**src/rtl/fc_pkg.sv**
```systemverilog
// Shared types and fixed-point helpers for the fully-connected layer sequencer.
package fc_pkg;

    typedef enum logic [1:0] {
        IDLE = 2'd0,
        MAC  = 2'd1,
        EMIT = 2'd2,
        DONE = 2'd3
    } fc_state_t;

    // Index width for a table of v entries; never narrower than one bit.
    function automatic int addr_w(input int v);
        return (v > 1) ? $clog2(v) : 1;
    endfunction

    // Full-width signed product shifted down by the fractional bit count.
    // Operands arrive sign-extended to 32 bits; the caller keeps the low SIZE bits.
    function automatic logic signed [63:0] fx_mul(
        input logic signed [31:0] a,
        input logic signed [31:0] b,
        input int                 precision
    );
        logic signed [63:0] ax;
        logic signed [63:0] bx;
        ax = 64'(a);
        bx = 64'(b);
        return (ax * bx) >>> precision;
    endfunction

endpackage

```
**src/rtl/fc_mac.sv**
```systemverilog
// Multiply-truncate-add step: acc_out = acc_in + trunc((weight * x) >>> PRECISION),
// wrapping modulo 2^SIZE.
module fc_mac
    import fc_pkg::*;
#(
    parameter int SIZE      = 16,
    parameter int PRECISION = 11
) (
    input  logic [SIZE-1:0] acc_in,
    input  logic [SIZE-1:0] weight,
    input  logic [SIZE-1:0] x,
    output logic [SIZE-1:0] acc_out
);

    logic signed [63:0] prod;

    always_comb begin
        prod    = fx_mul(32'(signed'(weight)), 32'(signed'(x)), PRECISION);
        acc_out = acc_in + prod[SIZE-1:0];
    end

endmodule

```
**src/rtl/fc_layer_sequencer.sv**
```systemverilog
// Sequences one fully-connected layer: per neuron, bias plus IN_SZ weighted inputs,
// emitted over a valid/ready channel. Define FC_RELU_EN to clamp negative results to zero.
module fc_layer_sequencer
    import fc_pkg::*;
#(
    parameter int SIZE      = 16,
    parameter int PRECISION = 11,
    parameter int IN_SZ     = 2,
    parameter int OUT_SZ    = 2
) (
    input  logic                              clk,
    input  logic                              rst,
    input  logic                              start,
    output logic                              in_ready,
    input  logic [IN_SZ*SIZE-1:0]             inputs,
    output logic [addr_w(OUT_SZ*IN_SZ)-1:0]   weight_addr,
    input  logic [SIZE-1:0]                   weight_data,
    output logic [addr_w(OUT_SZ)-1:0]         bias_addr,
    input  logic [SIZE-1:0]                   bias_data,
    output logic                              out_valid,
    input  logic                              out_ready,
    output logic [addr_w(OUT_SZ)-1:0]         out_idx,
    output logic [SIZE-1:0]                   out_value,
    output logic                              done
);

    localparam int WAW = addr_w(OUT_SZ * IN_SZ);
    localparam int NW  = addr_w(OUT_SZ);
    localparam int KW  = addr_w(IN_SZ);

    localparam logic [NW-1:0] N_LAST = NW'(OUT_SZ - 1);
    localparam logic [KW-1:0] K_LAST = KW'(IN_SZ - 1);

    fc_state_t                  state, state_next;
    logic [NW-1:0]              n, n_next;
    logic [KW-1:0]              k, k_next;
    logic [SIZE-1:0]            acc, acc_next, mac_out;
    logic [IN_SZ-1:0][SIZE-1:0] x_reg;
    logic                       load_x;

    fc_mac #(
        .SIZE      (SIZE),
        .PRECISION (PRECISION)
    ) u_mac (
        .acc_in  (acc),
        .weight  (weight_data),
        .x       (x_reg[k]),
        .acc_out (mac_out)
    );

    always_comb begin
        // NOTE: every variable gets a default first so no path leaves one unassigned (no latch).
        state_next = state;
        n_next     = n;
        k_next     = k;
        acc_next   = acc;
        load_x     = 1'b0;
        unique case (state)
            IDLE: begin
                if (start) begin
                    load_x     = 1'b1;
                    n_next     = '0;
                    k_next     = '0;
                    acc_next   = bias_data;
                    state_next = MAC;
                end
            end
            MAC: begin
                acc_next = mac_out;
                if (k == K_LAST) begin
                    k_next     = '0;
                    state_next = EMIT;
                end else begin
                    k_next = k + 1'b1;
                end
            end
            EMIT: begin
                if (out_ready) begin
                    if (n == N_LAST) begin
                        n_next     = '0;
                        state_next = DONE;
                    end else begin
                        n_next     = n + 1'b1;
                        k_next     = '0;
                        acc_next   = bias_data;
                        state_next = MAC;
                    end
                end
            end
            DONE:    state_next = IDLE;
            default: state_next = IDLE;
        endcase
    end

    // NOTE: state uses non-blocking assignments so every register updates from pre-edge values.
    always_ff @(posedge clk or posedge rst) begin
        if (rst) begin
            state <= IDLE;
            n     <= '0;
            k     <= '0;
            acc   <= '0;
        end else begin
            state <= state_next;
            n     <= n_next;
            k     <= k_next;
            acc   <= acc_next;
        end
    end

    // NOTE: the input latch has no reset; it is only read after a load on acceptance.
    always_ff @(posedge clk) begin
        if (load_x) begin
            x_reg <= inputs;
        end
    end

    assign in_ready    = (state == IDLE);
    assign out_valid   = (state == EMIT);
    assign done        = (state == DONE);
    assign out_idx     = n;
    assign weight_addr = WAW'(n) * WAW'(IN_SZ) + WAW'(k);
    // In EMIT the bias port looks ahead so the next neuron starts from its bias on the handshake.
    assign bias_addr   = (state == EMIT && n != N_LAST) ? n + 1'b1 : n;

`ifdef FC_RELU_EN
    assign out_value = acc[SIZE-1] ? '0 : acc;
`else
    assign out_value = acc;
`endif

endmodule

```
**config.mk**
```make
export PLATFORM = sky130hd
export DESIGN_NAME = fc_layer_sequencer
export DESIGN_NICKNAME = d
export VERILOG_FILES = /design/src/rtl/fc_pkg.sv /design/src/rtl/fc_mac.sv /design/src/rtl/fc_layer_sequencer.sv
export SDC_FILE = /design/constraint.sdc
export NUM_CORES = 1
export LEC_CHECK = 0
export CORE_ASPECT_RATIO = 0.5
export CORE_MARGIN = 2
export CORE_UTILIZATION = 35
export CTS_CLUSTER_SIZE = 8
export DETAILED_ROUTE_END_ITERATION = 12
export PLACE_DENSITY = 0.57
export SKIP_LAST_GASP = 1
export SLEW_MARGIN = 20
export SYNTH_ARGS = -nofsm -noshare
export SYNTH_HDL_FRONTEND = slang
export SYNTH_SLANG_ARGS = --single-unit
```
**constraint.sdc**
```tcl
create_clock -name clk -period 17.34 [get_ports clk]
set_input_delay 2.601 -clock clk [delete_from_list [all_inputs] [get_ports clk]]
set_output_delay 2.601 -clock clk [all_outputs]
set_load 0.05 [all_outputs]
```
# [Word-level counts from Yosys, hierarchy flattened]
# Cells that the tools add are included.
[word_totals] in_bits=68 ramBits=0 mem_count=0 romBits=0 register_bits=52 wordCells=49 latchBits=0
[op_classes] mul=1 eq_ne=7 n_addsub=4 n_div=0 shifts=0 mux=22 reduce_logical=7 bitwise=1 order_cmp=1
[ops] operator="$mux W16" n=5
[ops] operator="$pmux W16 S3" n=1
[ops] operator="$mul A16 B16 Y27" n=1
[ops] operator="$add A16 B16 Y16" n=1
[ops] operator="$mux W1" n=9
[ops] operator="$mux W2" n=4
[ops] operator="$pmux W2 S4" n=1
[ops] operator="$ne A2 B2 Y1 const B" n=3
[ops] operator="$reduce_and A3 Y1" n=2
[ops] operator="$eq A2 B2 Y1 const B" n=2
[ops] operator="$reduce_and A4 Y1" n=1
[ops] operator="$pmux W1 S3" n=1
[ops] operator="$reduce_bool A3 Y1" n=1
[ops] operator="$add A1 B1 Y1 const B" n=2
[ops] operator="$add A2 B1 Y2" n=1
[ops] operator="$eq A2 B1 Y1 const B" n=1
[ops] operator="$logic_not A2 Y1" n=1
[ops] operator="$lt A1 B2 Y1 const B" n=1
[ops] operator="$ne A2 B1 Y1 const B" n=1
[ops] operator="$pmux W1 S2" n=1
[ops] operator="$reduce_bool A2 Y1" n=1
[ops] operator="$logic_and A1 B1 Y1" n=1
[ops] operator="$not A1 Y1" n=1

# [Longest topological paths before layout]
[logic_depth] ltp_word=5 ltp_mapped=35 mapped_depth_nobuf=33

# [Hierarchy]
# A second synthesis with hierarchy kept.
[unflattened] hier_cells=1154 hier_area_um2=11308.3
[modules_own_cells] module="fc_mac" n_inst=1 area_per_inst_um2=8988.6 cells_per_inst=1021
[modules_own_cells] module="fc_layer_sequencer" n_inst=1 area_per_inst_um2=2319.7 cells_per_inst=133

# [Worst setup path before layout]
# No wires, ideal clock.
[synth_timing] path_kind="input to register" startpoint="in weight_data[10]" endpoint="reg acc[14] (netlist: out_value[14])" path_buffers=1 t_arrival_ns=9.056 slack_ns=8.149 cell_stages=28 cell_sequence="clkbuf_1 nand2_1 fa_1 fa_1 fa_1 fa_1 inv_1 fa_1 inv_1 fa_1 inv_1 ha_1 a21oi_1 nor2b_1 or2_1 a22o_1 o21a_1 o21a_1 nor2_2 xnor2_1 ha_1 a21oi_1 o21ai_0 a21bo_2 o41ai_1 o21ai_0 xnor2_1 a21oi_1"
[synth_via] elab_chain_len=3
[synth_rtl] element="from (decl)" line="fc_layer_sequencer.sv:17" text="input logic [SIZE-1:0] weight_data,"
[synth_rtl] element="$mul A16 B16 Y27" line="fc_pkg.sv:27" text="return (ax * bx) >>> precision;"
[synth_rtl] element="$add A16 B16 Y16" line="fc_mac.sv:19" text="acc_out = acc_in + prod[SIZE-1:0];"
[synth_rtl] element="$pmux W16 S3" line="fc_layer_sequencer.sv:58" text="unique case (state)"
[synth_rtl] element="to (signal assigned)" line="fc_layer_sequencer.sv:106" text="acc <= acc_next;"
[synth_rtl] element="to (decl)" line="fc_layer_sequencer.sv:37" text="logic [SIZE-1:0] acc, acc_next, mac_out;"
# Every way passes these cells.
# A chain may end at the register's enable or synchronous reset.

# [Final worst setup path]
[layout_timing] startpoint="in weight_data[7]" endpoint="reg acc[14] (netlist: out_value[14])"
# Same word-level chain as after synthesis.

==> reports/results.txt <==
status -> completed
worst skew pair latency -> 0.30 ns
leading area contributor after synthesis -> fa_1
initial core utilization -> 0.359
wire length per cell -> 17.0 um
core box area -> 30600 um^2
Worst Setup End Kind -> register
diodes inserted -> 0
Final #Nets -> 1599
Slew headroom -> 0.440
gr ovfl total -> 0
WL final -> 28000 um
crit path from -> weight_data[7]
largest family of logic cells by synthesized area -> adder cells
Seq. cell area -> 1460 um^2
Syn Nets -> 1539
min Tclk post-route -> 10.39 ns
maximum capacitance violations -> 0
cell area after synthesis -> 11000 um^2
Req. time, crit path -> 17.49 ns
unrepaired setup endpoints after global routing -> no
Final GP Congestion -> 0.855
CTS tree -> yes
placed wire-length estimate -> 23200 um
register-to-register setup slack -> 8.74 ns
CP Class -> input port to register
# fillers -> 2992
Adder-Cell Fraction of Synth Area -> 0.503
period utilization -> 0.599
worst clock skew -> 0.0117 ns
crit-path max cell delay -> 0.83 ns
max reg flops -> 32
sequential area share after synthesis -> 0.133
via count -> 7737
Worst-path clk slew -> 0.07 ns
CP arrival -> 10.54 ns
Setup violations, final -> 0
post-cts resize count -> 0
vias in the first global route -> 8612
area of the multi-input gates -> 8390 um^2
share of cells above drive strength 1 -> 0.0311
CTS Root Cell -> clkbuf_16
cts bufs inserted -> 5
GRT Overall Usage -> 0.183
Synth Area in XOR/XNOR -> 0.0375
Warnings, synthesis -> 0
post-layout util -> 0.408
synth-to-layout area growth -> 13.5%
Netlist cell types -> 47
Fin Setup TNS -> 0 ns
pre-CTS WS -> 6.74 ns
r2r startpoint -> k$_DFFE_PP0P_
initial antenna violation count -> 0
Post-CTS Hold Buffers -> 0
H-tree lvl count -> 2
router iterations before antenna repair -> 4
drt initial violations -> 420
fmax -> 96.2 MHz
cell mode on critical path -> fa_1
critical-path maximum fanout -> 16
synth cell count leaders -> 263 x inv_1, 219 x fa_1, 132 x nand2_1, 91 x ha_1, 68 x and2_1
Hold Vio Cnt, Final -> 0
Slowest-stage cell, CP -> clkdlybuf4s50_1
dominant synthesized flop cell -> edfxtp_1
Synth Area per Inst -> 9.46 um^2
EDFF count, synth -> 32
routed vias/inst -> 4.70
I/O pins -> 91
Compound-Gate Fraction of Synth Area -> 0.0469
Synth top area share -> 0.399
Slew Viols, Final -> 0
end of the worst register-to-register path -> out_value[14]$_DFFE_PP0P_
WHS Endpoint -> out_value[0]$_DFFE_PP0P_
Die Area -> 32900 um^2
top post-synthesis cells by area -> fa_1 40%, ha_1 10%, inv_1 9.0%, edfxtp_1 8.7%, dfrtp_1 4.6%
deepest clock path buffer count -> 2
kind of start point of the critical path -> input port
synthesized flop and latch total -> 52
Cells after Synth -> 1161
pin count of the biggest net entering global routing -> 34
leading cell type by number of instances after synthesis -> inv_1
Hold Crit Start -> out_value[0]$_DFFE_PP0P_
die extent in x -> 255 um
worst setup margin -> 6.95 ns
antenna-violating nets left -> 0
Async SR Flop Fraction -> 0.385
Port Buffers -> 90
first-pass GRT wire length -> 46700 um
Post-CTS Setup Repair Bufs -> 0
CTS sink cnt -> 52
Die Ht -> 129 um
worst reg2reg path depth -> 30
actual slew at the worst max-slew pin -> 0.839 ns
DR DRC count -> 0
HP Class -> register to register
Synth Area in Simple Gates -> 0.154
hold depth -> 2
FP Rows -> 45
mux contribution to synthesized area -> 0.0193
-- how the worst max path moves through the flow --
| stage | to | slack, ns |
|---|---|---|
| floorplan | out_value[14]$_DFFE_PP0P_ | 8.15 |
| global placement | out_value[14]$_DFFE_PP0P_ | 6.78 |
| detailed placement | out_value[14]$_DFFE_PP0P_ | 6.74 |
| CTS | out_value[14]$_DFFE_PP0P_ | 7.02 |
| global route | out_value[14]$_DFFE_PP0P_ | 6.45 |
| finish | out_value[14]$_DFFE_PP0P_ | 6.95 |
-- layer usage --
metal / share of wire / track usage / wire length [um] / vias up
li1: - / - / - / 3593
met1: 0.48 / 0.267 / 13500 / 3957
met2: 0.46 / 0.301 / 13000 / 159
met3: 0.039 / 0.0165 / 1100 / 28
met4: 0.015 / 0.0360 / 425 / 0
met5: 0 / 0 / 0 / -
-- per-stage QoR --
step / cell area (um^2) / hold slack (ns) / std cells
after floorplan: 11000 / 0.530 / 1161
after global placement: 12300 / 0.528 / 1637
after detailed placement: 12300 / 0.518 / 1637
after CTS: 12400 / 0.539 / 1645
after global routing: 12500 / 0.583 / 1645
final: 12500 / 0.538 / 1645
-- cell type report --
type,count,area share
multi-input combinational,803,0.673
sequential,52,0.117
inverter,263,0.0792
timing repair buffer,96,0.0759
tap,423,0.0424
clock buffer,5,0.0100
clock inverter,3,0.00221
-- placed cells by master (no fill, tap or decap), types with 2 or more instances in the layout --
cell type / instances
inv_1: 263
fa_1: 219
nand2_1: 132
ha_1: 91
clkdlybuf4s50_1: 90
and2_1: 68
nor2b_1: 62
nor2_1: 36
xnor2_1: 36
o21ai_0: 32
edfxtp_1: 32
a21oi_1: 23
dfrtp_1: 20
nand2b_1: 12
xor2_1: 11
o22ai_1: 11
mux2_2: 10
nor3_1: 7
mux2i_1: 6
buf_4: 6
or2_2: 5
clkbuf_16: 5
nand4_1: 4
and3_1: 4
a21o_1: 4
o21a_1: 3
nand3_1: 3
a31oi_1: 2
and2b_1: 2
-- critical path, delay by kind of cell --
family / cells / cell delay, ns
AOI/OAI and AO/OA: 7 / 1.46
and+or+nand+nor: 7 / 1.24
adders and majority gates: 8 / 3.71
xor gates and xnor gates: 2 / 0.46
buffers and inverters: 5 / 1.04
-- cells by family after synthesis --
kind of cell             count (synthesis)
AND/OR/NAND/NOR                        340
adder cells (fa/ha/maj)                310
buffers and inverters                  306
AO/OA/AOI/OAI                           87
flip-flops                              52
XOR/XNOR                                47
multiplexers                            19
Power is left out: the tool's default activity adds up to more than one toggle a clock period on the data nets, which glitch-free logic cannot reach.
